==> config.mk <==
export PLATFORM = sky130hd
export DESIGN_NAME = uart_link_unit
export DESIGN_NICKNAME = d
export VERILOG_FILES = /design/src/rtl/uart_link_pkg.sv /design/src/rtl/uart_link_unit_rx.sv /design/src/rtl/uart_link_unit.sv
export SDC_FILE = /design/constraint.sdc
export NUM_CORES = 1
export LEC_CHECK = 0
export BUFFER_PORTS_ARGS = -buffer_cell sky130_fd_sc_hd__buf_2
export CORE_MARGIN = 8
export CORE_UTILIZATION = 25
export DETAILED_ROUTE_END_ITERATION = 8
export HOLD_SLACK_MARGIN = 0.06
export PLACE_DENSITY = 0.42
export SYNTH_ARGS = -nofsm -noshare
export SYNTH_HDL_FRONTEND = slang
export SYNTH_SLANG_ARGS = --single-unit
==> constraint.sdc <==
create_clock -name clock -period 2.2 [get_ports clock]
set_input_delay 0.44 -clock clock [delete_from_list [all_inputs] [get_ports clock]]
set_output_delay 0.44 -clock clock [all_outputs]
set_load 0.01 [all_outputs]
==> src/rtl/uart_link_pkg.sv <==
// Shared definitions for the UART link unit: command codes, FSM encodings and bit-timing helper.
// Optional receive timeout in the top is enabled by defining UART_RX_TIMEOUT_EN.
package uart_link_pkg;

    localparam logic [2:0] CMD_NOP       = 3'b000;
    localparam logic [2:0] CMD_SEND_WORD = 3'b001;
    localparam logic [2:0] CMD_RECV_WORD = 3'b010;
    localparam logic [2:0] CMD_SEND_BYTE = 3'b011;
    localparam logic [2:0] CMD_RECV_BYTE = 3'b100;

    // Width of the bit-timing counters; covers CLKS_PER_BIT well beyond 50 MHz / 9600.
    localparam int CNT_W = 16;

    typedef enum logic [2:0] {
        ST_IDLE = 3'd0,
        ST_TX   = 3'd1,
        ST_RX   = 3'd2,
        ST_DONE = 3'd3,
        ST_HOLD = 3'd4
    } state_t;

    typedef enum logic [1:0] {
        RX_IDLE  = 2'd0,
        RX_START = 2'd1,
        RX_DATA  = 2'd2,
        RX_STOP  = 2'd3
    } rx_state_t;

    function automatic int clks_per_bit(input int clk_freq, input int baud);
        return clk_freq / baud;
    endfunction

    function automatic logic cmd_valid(input logic [2:0] c);
        return (c == CMD_SEND_WORD) || (c == CMD_RECV_WORD) ||
               (c == CMD_SEND_BYTE) || (c == CMD_RECV_BYTE);
    endfunction

    function automatic logic cmd_is_send(input logic [2:0] c);
        return (c == CMD_SEND_WORD) || (c == CMD_SEND_BYTE);
    endfunction

    function automatic logic cmd_is_word(input logic [2:0] c);
        return (c == CMD_SEND_WORD) || (c == CMD_RECV_WORD);
    endfunction

endpackage

==> src/rtl/uart_link_unit_rx.sv <==
// 8N1 receive deserializer: 2-FF synchronizer, start qualification at half bit, centre sampling, stop check.
// Held in its idle state whenever en is low; the synchronizer keeps running regardless.
module uart_rx_deser
    import uart_link_pkg::*;
#(
    parameter int CPB = 16
) (
    input  logic       clock,
    input  logic       reset,
    input  logic       en,
    input  logic       rx,
    output logic [7:0] rx_byte,
    output logic       byte_vld,
    output logic       frame_err,
    output logic [1:0] dbg_state
);

    localparam logic [CNT_W-1:0] HALF_LAST = CNT_W'(CPB / 2 - 1);
    localparam logic [CNT_W-1:0] FULL_LAST = CNT_W'(CPB - 1);

    rx_state_t        rs_q, rs_d;
    logic             sync1_q, sync2_q, prev_q;
    logic [CNT_W-1:0] cnt_q, cnt_d;
    logic [2:0]       bit_q, bit_d;
    logic [7:0]       shreg_q, shreg_d;

    always_ff @(posedge clock or negedge reset) begin
        if (!reset) begin
            sync1_q <= 1'b1;
            sync2_q <= 1'b1;
            prev_q  <= 1'b1;
            rs_q    <= RX_IDLE;
            cnt_q   <= '0;
            bit_q   <= '0;
            shreg_q <= '0;
        end else begin
            sync1_q <= rx;
            sync2_q <= sync1_q;
            prev_q  <= sync2_q;
            rs_q    <= rs_d;
            cnt_q   <= cnt_d;
            bit_q   <= bit_d;
            shreg_q <= shreg_d;
        end
    end

    always_comb begin
        rs_d      = rs_q;
        cnt_d     = cnt_q;
        bit_d     = bit_q;
        shreg_d   = shreg_q;
        byte_vld  = 1'b0;
        frame_err = 1'b0;
        if (!en) begin
            rs_d  = RX_IDLE;
            cnt_d = '0;
            bit_d = '0;
        end else begin
            case (rs_q)
                RX_IDLE: begin
                    if (prev_q && !sync2_q) begin
                        rs_d  = RX_START;
                        cnt_d = '0;
                    end
                end
                // A line back high at mid-start is a glitch, not a frame.
                RX_START: begin
                    if (cnt_q == HALF_LAST) begin
                        cnt_d = '0;
                        bit_d = '0;
                        rs_d  = sync2_q ? RX_IDLE : RX_DATA;
                    end else begin
                        cnt_d = cnt_q + CNT_W'(1);
                    end
                end
                RX_DATA: begin
                    if (cnt_q == FULL_LAST) begin
                        cnt_d   = '0;
                        shreg_d = {sync2_q, shreg_q[7:1]};
                        if (bit_q == 3'd7) rs_d = RX_STOP;
                        else               bit_d = bit_q + 3'd1;
                    end else begin
                        cnt_d = cnt_q + CNT_W'(1);
                    end
                end
                RX_STOP: begin
                    if (cnt_q == FULL_LAST) begin
                        cnt_d = '0;
                        rs_d  = RX_IDLE;
                        if (sync2_q) byte_vld  = 1'b1;
                        else         frame_err = 1'b1;
                    end else begin
                        cnt_d = cnt_q + CNT_W'(1);
                    end
                end
                default: rs_d = RX_IDLE;
            endcase
        end
    end

    assign rx_byte   = shreg_q;
    assign dbg_state = rs_q;

endmodule

==> src/rtl/uart_link_unit.sv <==
// UART link unit: executes core UART commands (8N1, LSB first, words as 4 bytes low byte first).
// Define UART_RX_TIMEOUT_EN to bound receive waits at TIMEOUT_CYCLES.
module uart_link_unit
    import uart_link_pkg::*;
#(
    parameter int CLK_FREQ       = 50_000_000,
    parameter int BAUD           = 115_200,
    parameter int TIMEOUT_CYCLES = 50_000_000
) (
    input  logic        clock,
    input  logic        reset,
    input  logic [2:0]  uartc,
    input  logic [31:0] write_value,
    input  logic        rx,
    output logic        tx,
    output logic        wb_flag,
    output logic [31:0] wb_data,
    output logic        busy,
    output logic        rx_err,
    output logic [4:0]  dbg_state
);

    localparam int CPB = clks_per_bit(CLK_FREQ, BAUD);
    localparam logic [CNT_W-1:0] BIT_LAST = CNT_W'(CPB - 1);
    localparam logic [CNT_W-1:0] BIT_FULL = CNT_W'(CPB);

    // Handshake: a command is accepted in IDLE on the first cycle uartc carries a valid code;
    // wb_flag is the single-cycle completion, and uartc must return to NOP before the next accept.
    state_t           state_q, state_d;
    logic [31:0]      data_q, data_d;
    logic [1:0]       last_idx_q, last_idx_d;
    logic [1:0]       byte_idx_q, byte_idx_d;
    logic [3:0]       bit_idx_q, bit_idx_d;
    logic [CNT_W-1:0] baud_cnt_q, baud_cnt_d;
    logic             tx_q, tx_d;
    logic [31:0]      wb_data_q, wb_data_d;
    logic             rx_err_q, rx_err_d;

    logic       rx_en;
    logic [7:0] rx_byte;
    logic       rx_vld;
    logic       rx_ferr;
    logic [1:0] rx_dbg;
    logic [7:0] tx_byte;
    logic       tx_bit;
    logic       timeout;

`ifdef UART_RX_TIMEOUT_EN
    logic [31:0] timer_q, timer_d;
    assign timeout = (timer_q == 32'(TIMEOUT_CYCLES - 1));
`else
    assign timeout = 1'b0;
`endif

    uart_rx_deser #(
        .CPB(CPB)
    ) u_rx (
        .clock     (clock),
        .reset     (reset),
        .en        (rx_en),
        .rx        (rx),
        .rx_byte   (rx_byte),
        .byte_vld  (rx_vld),
        .frame_err (rx_ferr),
        .dbg_state (rx_dbg)
    );

    assign rx_en = (state_q == ST_RX);

    // Frame position 0 is the start bit, 1..8 data LSB first, 9 the stop bit.
    always_comb begin
        tx_byte = data_q[{byte_idx_q, 3'b000} +: 8];
        if (bit_idx_q == 4'd0)      tx_bit = 1'b0;
        else if (bit_idx_q == 4'd9) tx_bit = 1'b1;
        else                        tx_bit = tx_byte[3'(bit_idx_q - 4'd1)];
    end

    always_comb begin
        state_d    = state_q;
        data_d     = data_q;
        last_idx_d = last_idx_q;
        byte_idx_d = byte_idx_q;
        bit_idx_d  = bit_idx_q;
        baud_cnt_d = baud_cnt_q;
        tx_d       = 1'b1;
        wb_data_d  = wb_data_q;
        rx_err_d   = rx_err_q;
`ifdef UART_RX_TIMEOUT_EN
        timer_d    = timer_q;
`endif
        case (state_q)
            ST_IDLE: begin
                if (cmd_valid(uartc)) begin
                    last_idx_d = cmd_is_word(uartc) ? 2'd3 : 2'd0;
                    byte_idx_d = '0;
                    bit_idx_d  = '0;
                    baud_cnt_d = '0;
                    rx_err_d   = 1'b0;
`ifdef UART_RX_TIMEOUT_EN
                    timer_d    = '0;
`endif
                    if (cmd_is_send(uartc)) begin
                        data_d  = write_value;
                        state_d = ST_TX;
                    end else begin
                        data_d  = '0;
                        state_d = ST_RX;
                    end
                end
            end
            // tx_q lags the frame position by one cycle, so the final stop bit is
            // held one extra count to let the line finish it before completing.
            ST_TX: begin
                tx_d = tx_bit;
                if (bit_idx_q == 4'd9 && byte_idx_q == last_idx_q) begin
                    if (baud_cnt_q == BIT_FULL) state_d = ST_DONE;
                    else                        baud_cnt_d = baud_cnt_q + CNT_W'(1);
                end else if (baud_cnt_q == BIT_LAST) begin
                    baud_cnt_d = '0;
                    if (bit_idx_q == 4'd9) begin
                        bit_idx_d  = '0;
                        byte_idx_d = byte_idx_q + 2'd1;
                    end else begin
                        bit_idx_d = bit_idx_q + 4'd1;
                    end
                end else begin
                    baud_cnt_d = baud_cnt_q + CNT_W'(1);
                end
            end
            ST_RX: begin
                if (rx_ferr) rx_err_d = 1'b1;
`ifdef UART_RX_TIMEOUT_EN
                timer_d = rx_vld ? '0 : timer_q + 32'd1;
                if (!rx_vld && timeout) begin
                    state_d   = ST_DONE;
                    wb_data_d = 32'hFFFF_FFFF;
                    rx_err_d  = 1'b1;
                end
`endif
                if (rx_vld) begin
                    data_d[{byte_idx_q, 3'b000} +: 8] = rx_byte;
                    byte_idx_d = byte_idx_q + 2'd1;
                    if (byte_idx_q == last_idx_q) begin
                        state_d   = ST_DONE;
                        wb_data_d = data_d;
                    end
                end
            end
            ST_DONE: state_d = ST_HOLD;
            ST_HOLD: begin
                if (!cmd_valid(uartc)) state_d = ST_IDLE;
            end
            default: state_d = ST_IDLE;
        endcase
    end

    always_ff @(posedge clock or negedge reset) begin
        if (!reset) begin
            state_q    <= ST_IDLE;
            data_q     <= '0;
            last_idx_q <= '0;
            byte_idx_q <= '0;
            bit_idx_q  <= '0;
            baud_cnt_q <= '0;
            tx_q       <= 1'b1;
            wb_data_q  <= '0;
            rx_err_q   <= 1'b0;
        end else begin
            state_q    <= state_d;
            data_q     <= data_d;
            last_idx_q <= last_idx_d;
            byte_idx_q <= byte_idx_d;
            bit_idx_q  <= bit_idx_d;
            baud_cnt_q <= baud_cnt_d;
            tx_q       <= tx_d;
            wb_data_q  <= wb_data_d;
            rx_err_q   <= rx_err_d;
        end
    end

`ifdef UART_RX_TIMEOUT_EN
    always_ff @(posedge clock or negedge reset) begin
        if (!reset) timer_q <= '0;
        else        timer_q <= timer_d;
    end
`endif

    assign tx        = tx_q;
    assign wb_flag   = (state_q == ST_DONE);
    assign wb_data   = wb_data_q;
    assign busy      = (state_q == ST_TX) || (state_q == ST_RX) || (state_q == ST_DONE);
    assign rx_err    = rx_err_q;
    assign dbg_state = {rx_dbg, state_q};

endmodule
==> results of run 1 <==
sequential cells by signal (all words and copies together), names as in the netlist:
register	count
u_rx.prev_q	1
u_rx.bit_q	3
last_idx_q	1
u_rx.dbg_state	2
u_rx.rx_byte	8
wb_data	32
baud_cnt_q	16
u_rx.sync2_q	1
state_q	3
rx_err	1
u_rx.sync1_q	1
bit_idx_q	4
tx	1
u_rx.cnt_q	16
byte_idx_q	2
data_q	32
cell usage after synthesis, drive strengths merged (13+ instances only):
cell type  instances  share of area
inv               18         0.0099
nor2              92          0.051
nand3             25          0.018
nand2             53          0.029
a31oi             44          0.043
o21ai             41          0.030
clkbuf            38          0.021
a21oi             81          0.060
ha                16          0.029
dfrtp            120           0.44
mux2              13          0.022
nand4             13          0.012
nor2b             34          0.031
xnor2             14          0.018
nor3              16          0.012
through the flow:
step / std cells / instance area [um^2]
after floorplan: 739 / 6855
after global placement: 1185 / 8092
after detailed placement: 1185 / 8092
after CTS: 1219 / 8686
after global routing: 1225 / 8889
final: 1225 / 8889
power by group:
part | internal (W) | leakage (nW) | switching, W | total (W)
clock network | 0.00167 | 0.270 | 0.00111 | 0.00278
logic | 0.000324 | 2.12 | 0.000476 | 0.000799
registers | 0.00232 | 1.62 | 0.0000357 | 0.00236
layout make-up:
class,instances,area (um^2),area share
Multi-Input combinational cell,548,3595,0.4044
Sequential cell,124,3110,0.3499
Timing Repair Buffer,162,1112,0.1251
Clock buffer,19,432.9,0.04870
Tap cell,341,426.7,0.04800
Clock inverter,13,143.9,0.01619
Inverter,18,67.56,0.007601
worst max path at each step:
stage / slack, ps / cells past startpoint / to
3_3_place_gp: -100 / 7 / baud_cnt_q[12]
2_1_floorplan: -50 / 7 / wb_data[0]
5_1_grt: -100 / 6 / baud_cnt_q[3]
4_1_cts: 4 / 6 / baud_cnt_q[3]
3_5_place_dp: -20 / 7 / baud_cnt_q[12]
6_report: -30 / 6 / baud_cnt_q[3]
repair_timing:
action | 4_1_cts | 5_1_grt
setup endpoints to repair | 1 | 87
gates resized for setup | 0 | 32
cloned | 0 | 1
pin swaps | 1 | 7
setup buffers | 1 | 5
hold buffers | 1 | 0
hold endpoints to repair | 23 | 0
cells by family (layout without fill, tap and decap cells):
family | count (synthesis) | in the layout | synth area share
flip-flops | 124 | 124 | 0.4562
AND/OR/NAND/NOR | 284 | 284 | 0.2132
AO/OA/AOI/OAI | 204 | 204 | 0.1829
multiplexers | 26 | 26 | 0.05583
XOR/XNOR | 18 | 18 | 0.02314
buffers and inverters | 67 | 212 | 0.03930
adder cells (fa/ha/maj) | 16 | 16 | 0.02938
critical path, cell delays in order (launching register included):
cell	delay, ps
dfrtp_1	380
or4_4	560
nor4_4	360
buf_4	210
a31oi_4	110
mux2_4	320
a2111oi_4	180
cell usage in the layout (no fill, tap or decap), drive strengths merged, types with 3 or more instances in the layout:
cell      instances
nor4bb            4
clkbuf           20
clkinvlp          4
dfstp             4
and4              4
and3             11
or3               6
ha               16
a21oi            81
o2bb2ai           4
dfrtp           120
a2111oi           5
nor2b            34
a31oi            44
clkinv            6
a22o              3
nand3            25
o21ai            41
xnor2            14
inv              19
nor4             10
a211oi            5
nand3b            5
mux2             13
nor3             16
buf             160
mux2i             5
mux4              8
nand2            53
xor2              4
nand4            13
nor2             92
routing by layer:
| metal | share of wire | up-vias | wire length (um) | GRT usage |
|---|---|---|---|---|
| met5 | 0 | - | 0 | 0 |
| met1 | 0.49 | 2821 | 10630 | 0.1722 |
| met3 | 0.029 | 5 | 622 | 0.03149 |
| met4 | 0.0046 | 0 | 99 | 0.02919 |
| li1 | - | 2936 | - | - |
| met2 | 0.48 | 72 | 10410 | 0.2177 |
==> results.cfg, run 1 <==
[route]
detail-route-antenna-nets = 0
post_drt_wl_per_cell_um = 17.76
drt_iter0_markers = 349
route.detailed.drc = 0
via_count = 5834
drt-total-wl_mm = 21.76
firstDrtPassIters = 4
vias_per_cell = 4.762

[power]
irDropWorstVdd_mv = 0.3807
power_density_nw_per_um2 = 668.6
totalPowerFinal_w = 0.005943
leakage_nw = 4.009

[global_route]
grt_max_degree = 65
antenna_found_initial = 0
grt_overflow = 0
grtUsageTotal = 0.1319
first_global_vias = 5930
grt_pass1_wl_mm = 34.35

[worst_hold_path]
hold_path_end = u_rx.sync1_q
whs_path_depth = 1
hp-start = rx
hp-class = in -> reg

[floorplanning]
num_rows = 60
die_x_um = 181.1
die_y_um = 181.1
start_util = 0.2535
die_area_um2 = 32790
core_um2 = 26880
boundaryPins = 79

[sta]
period_needed_ps = 2226
hold_viol_final = 0
setup_viol = 1
slew_headroom = 0.6202
fmax_mhz = 449.2
rsz0062_at_grt = true
slew_violations = 0
tightest_slew_ps = 555.4
tns_ps = -26.11
fin_ws_ps = -26.11
timing.hold.ws_ps = 120.5
skew_ps = 12.49
min_period_over_period = 1.012

[cells_and_area]
drive_gt1_frac = 0.2862
antenna_cells = 0
fill_cells = 2819
nets = 925
area.growth.synth_to_final_pct = 30.47
post-route-util = 0.3307

[yosys]
synth_edf_count = 0
ys_async_sr_fraction = 1.000
synth.avg_cell_area_um2 = 9.219
yosys_register_bits = 124
syn_area_um2 = 6813
syn_inst = 739
synthDistinctLibCells = 66
yosysSeqAreaShare = 0.4562
synth_warnings = 0
synthFlopType = dfrtp_1
synth_nets = 793

[clocking]
cts_sinks = 124
clock_latency_ps = 420
clkTransAtPathRegs_ps = 60
cts_root_buf = clkbuf_16
clockBufferDepth = 2
htreeDepth = 4
cts-buffers-inserted = 17
cts_tree = done

[critical_path]
cp_max_fo = 4
crit_path_start_kind = register
r2r_cells = 6
arrival_ps = 2540
r2r_slack_ps = -30
timing.rr.start = baud_cnt_q[3]
reg2reg_to = baud_cnt_q[3]
worstPathRequired_ps = 2510
crit_start = baud_cnt_q[3]
crit_path_end_kind = register
criticalPathCategory = reg -> reg

[run_status]
violations = setup timing
status = finished, violations left

[placed_design]
pre_cts_ws_ps = -18.81
hpwl_mm = 15.38
finalWeightedCongestion = 0.7779
port_buffers = 78

[job]
cap_viol_max_count = 0
Note: power is estimated with default switching activity, not from simulation.
==> inputs of run 2 (changes only) <==
--- a/config.mk
+++ b/config.mk
@@ -5,6 +5,7 @@
 export SDC_FILE = /design/constraint.sdc
 export NUM_CORES = 1
 export LEC_CHECK = 0
+export ABC_AREA = 1
 export BUFFER_PORTS_ARGS = -buffer_cell sky130_fd_sc_hd__buf_2
 export CORE_MARGIN = 8
 export CORE_UTILIZATION = 25
==> constraint.sdc (replaced) <==
create_clock -name clock -period 1.8 [get_ports clock]
set_input_delay 0.36 -clock clock [delete_from_list [all_inputs] [get_ports clock]]
set_output_delay 0.36 -clock clock [all_outputs]
set_load 0.01 [all_outputs]
==> run 2 against run 1 <==
Against the previous run: cell count grew 26%; clock-buffer cell count shrank 2; critical path depth grew 3; synthesized cell count grew 30%; clock power grew 20%; the flow now finishes without violations; non-clock buffer count grew 30.
==> results.cfg, run 2 <==
[cells_and_area]
stdcell_count = 1543
fill_cells = 3251
area.growth.synth_to_final_pct = 31.94
drive_gt1_frac = 0.3784
multi_input_area_um2 = 4009
regArea_um2 = 3109
mostFrequentLayoutCell = nand2_1
nets = 1188
final_cell_mix = nand2_1, inv_1, dfrtp_1
post-route-util = 0.3336
antenna_cells = 0

[floorplanning]
die_area_um2 = 36730
die_y_um = 191.7
boundaryPins = 79
num_rows = 64
die_x_um = 191.7
start_util = 0.2528
core_um2 = 30510

[critical_path]
crit_start = u_rx.cnt_q[1]
r2r_cells = 9
crit_path_end_kind = register
worstPathRequired_ps = 2120
reg2reg_to = wb_data[29]
criticalPathCategory = reg -> reg
timing.rr.start = u_rx.cnt_q[1]
r2r_slack_ps = 40
worstSetupEndpoint = wb_data[29]
arrival_ps = 2070
crit_path_start_kind = register
cp_max_fo = 8

[yosys]
synthFlopType = dfrtp_1
synth_edf_count = 0
yosysTopAreaCellShare = 0.3893
yosysTopAreaCell = dfrtp_1
ys_async_sr_fraction = 1.000
synthTopCellsByCount = nand2_1, inv_1, dfrtp_1
yosysSeqAreaShare = 0.4029
synthDistinctLibCells = 44
yosys_register_bits = 124
synth_warnings = 0
synth_nets = 1013
syn_inst = 959
synth_area_leaders = dfrtp_1, nand2_1, o21ai_2
syn_area_um2 = 7714
synth.avg_cell_area_um2 = 8.043
synth_most_common_cell = nand2_1

[global_route]
grt_pass1_wl_mm = 38.30
grt_max_degree = 65
grtUsageTotal = 0.1313
grt_overflow = 0
antenna_found_initial = 0
first_global_vias = 6970

[clocking]
cts-buffers-inserted = 17
cts_root_buf = clkbuf_16
clockBufferDepth = 2
clkTransAtPathRegs_ps = 70
cts_tree = done
htreeDepth = 4
cts_sinks = 124
clock_latency_ps = 430

[sta]
tns_ps = 0
skew_ps = 11.92
hold_viol_final = 0
min_period_over_period = 0.9751
fmax_mhz = 569.7
slew_violations = 0
period_needed_ps = 1755
setup_viol = 0
tightest_slew_ps = 445.0
slew_headroom = 0.7006
rsz0062_at_grt = true

[power]
power_density_nw_per_um2 = 1005
leakage_nw = 4.678
switchingPower_w = 0.003886
comb_power_share = 0.337
power.internal_w = 0.006343
clkPwrFrac = 0.326
irDropWorstVdd_mv = 0.7324
seqPwrFrac = 0.338
netSwitchingFraction = 0.3799

[run_status]
status = completed

[route]
route.detailed.drc = 0
detail-route-antenna-nets = 0
firstDrtPassIters = 4
wl_met2_mm = 11.10
met1_length_mm = 11.99
dr_wl_met3_um = 842
via_count = 6897
top_layer = met4
post_drt_wl_per_cell_um = 15.74
vias_per_cell = 4.470
drt-total-wl_mm = 24.28
drt_iter0_markers = 355

[placed_design]
port_buffers = 78
place_inst = 1500
hpwl_mm = 17.91
finalWeightedCongestion = 0.8351

[worst_hold_path]
hp-class = in -> reg

[job]
cap_viol_max_count = 0
-- run 2: what timing repair did --
action,CTS,global route
setup buffers,0,3
resized for setup,6,44
pin swaps,0,5
endpoints found under the hold margin,23,0
endpoints found under the setup margin,19,85
cloned,0,6
hold buffers,2,0
-- run 2: area by class of cell --
type,count,share of cell area
Multi-Input combinational cell,653,0.3939
Timing Repair Buffer,192,0.1427
Inverter,146,0.05459
Clock buffer,17,0.04180
Sequential cell,124,0.3055
Clock inverter,15,0.01279
Tap cell,396,0.04868
-- run 2: through the flow --
stage / hold WS, ps / area (um^2) / worst slack [ps] / power [W]
after floorplan: 64.41 / 7784 / -14.07 / 0.005751
after global placement: 251.8 / 9248 / -19.37 / 0.006854
after detailed placement: 253.1 / 9248 / -75.86 / 0.006870
after CTS: 235.2 / 9846 / 1.342 / 0.01030
after global routing: 233.9 / 10180 / -30.83 / 0.01095
final: 252.7 / 10180 / 44.80 / 0.01023
-- run 2: power groups by stage --
stage | clock network (W) | logic [W] | registers, W
after global placement | 0 | 0.00335 | 0.00350
after CTS | 0.00345 | 0.00339 | 0.00346
final | 0.00333 | 0.00344 | 0.00345
after detailed placement | 0 | 0.00337 | 0.00350
after global routing | 0.00356 | 0.00388 | 0.00351
after floorplan | 0 | 0.00229 | 0.00346
-- run 2: critical path, cell delays in order (launching register included) --
cell and delay [ps]:
dfrtp_1 390, inv_2 70, ha_2 170, nand4_1 160, nor3_4 250, nand4_4 130, buf_12 170, clkbuf_16 180
nand2_2 70, o21ai_2 50
-- run 2: cells by family after synthesis --
kind of cell,count (synthesis),synth area share
AOI/OAI and AO/OA,192,0.1763
xor gates and xnor gates,24,0.02725
adders and majority gates,16,0.02595
buffers and inverters,182,0.1036
DFF,124,0.4029
and+or+nand+nor,421,0.2639
-- run 2: how the worst min path moves through the flow --
stage                         startpoint             to  slack [ps]  depth (start not counted)
after CTS                 write_value[9]      data_q[9]         240                          3
after global placement             reset    wb_data[29]         250                          1
after floorplan                    reset  baud_cnt_q[0]          60                          0
final                     write_value[3]      data_q[3]         250                          3
after global routing      write_value[9]      data_q[9]         230                          3
after detailed placement           reset     wb_data[1]         250                          1
-- run 2: layer usage --
layer,vias to the layer above,GRT usage
met5,-,0
met3,19,0.02415
li1,3514,-
met4,0,0.03760
met1,3253,0.1819
met2,111,0.2059
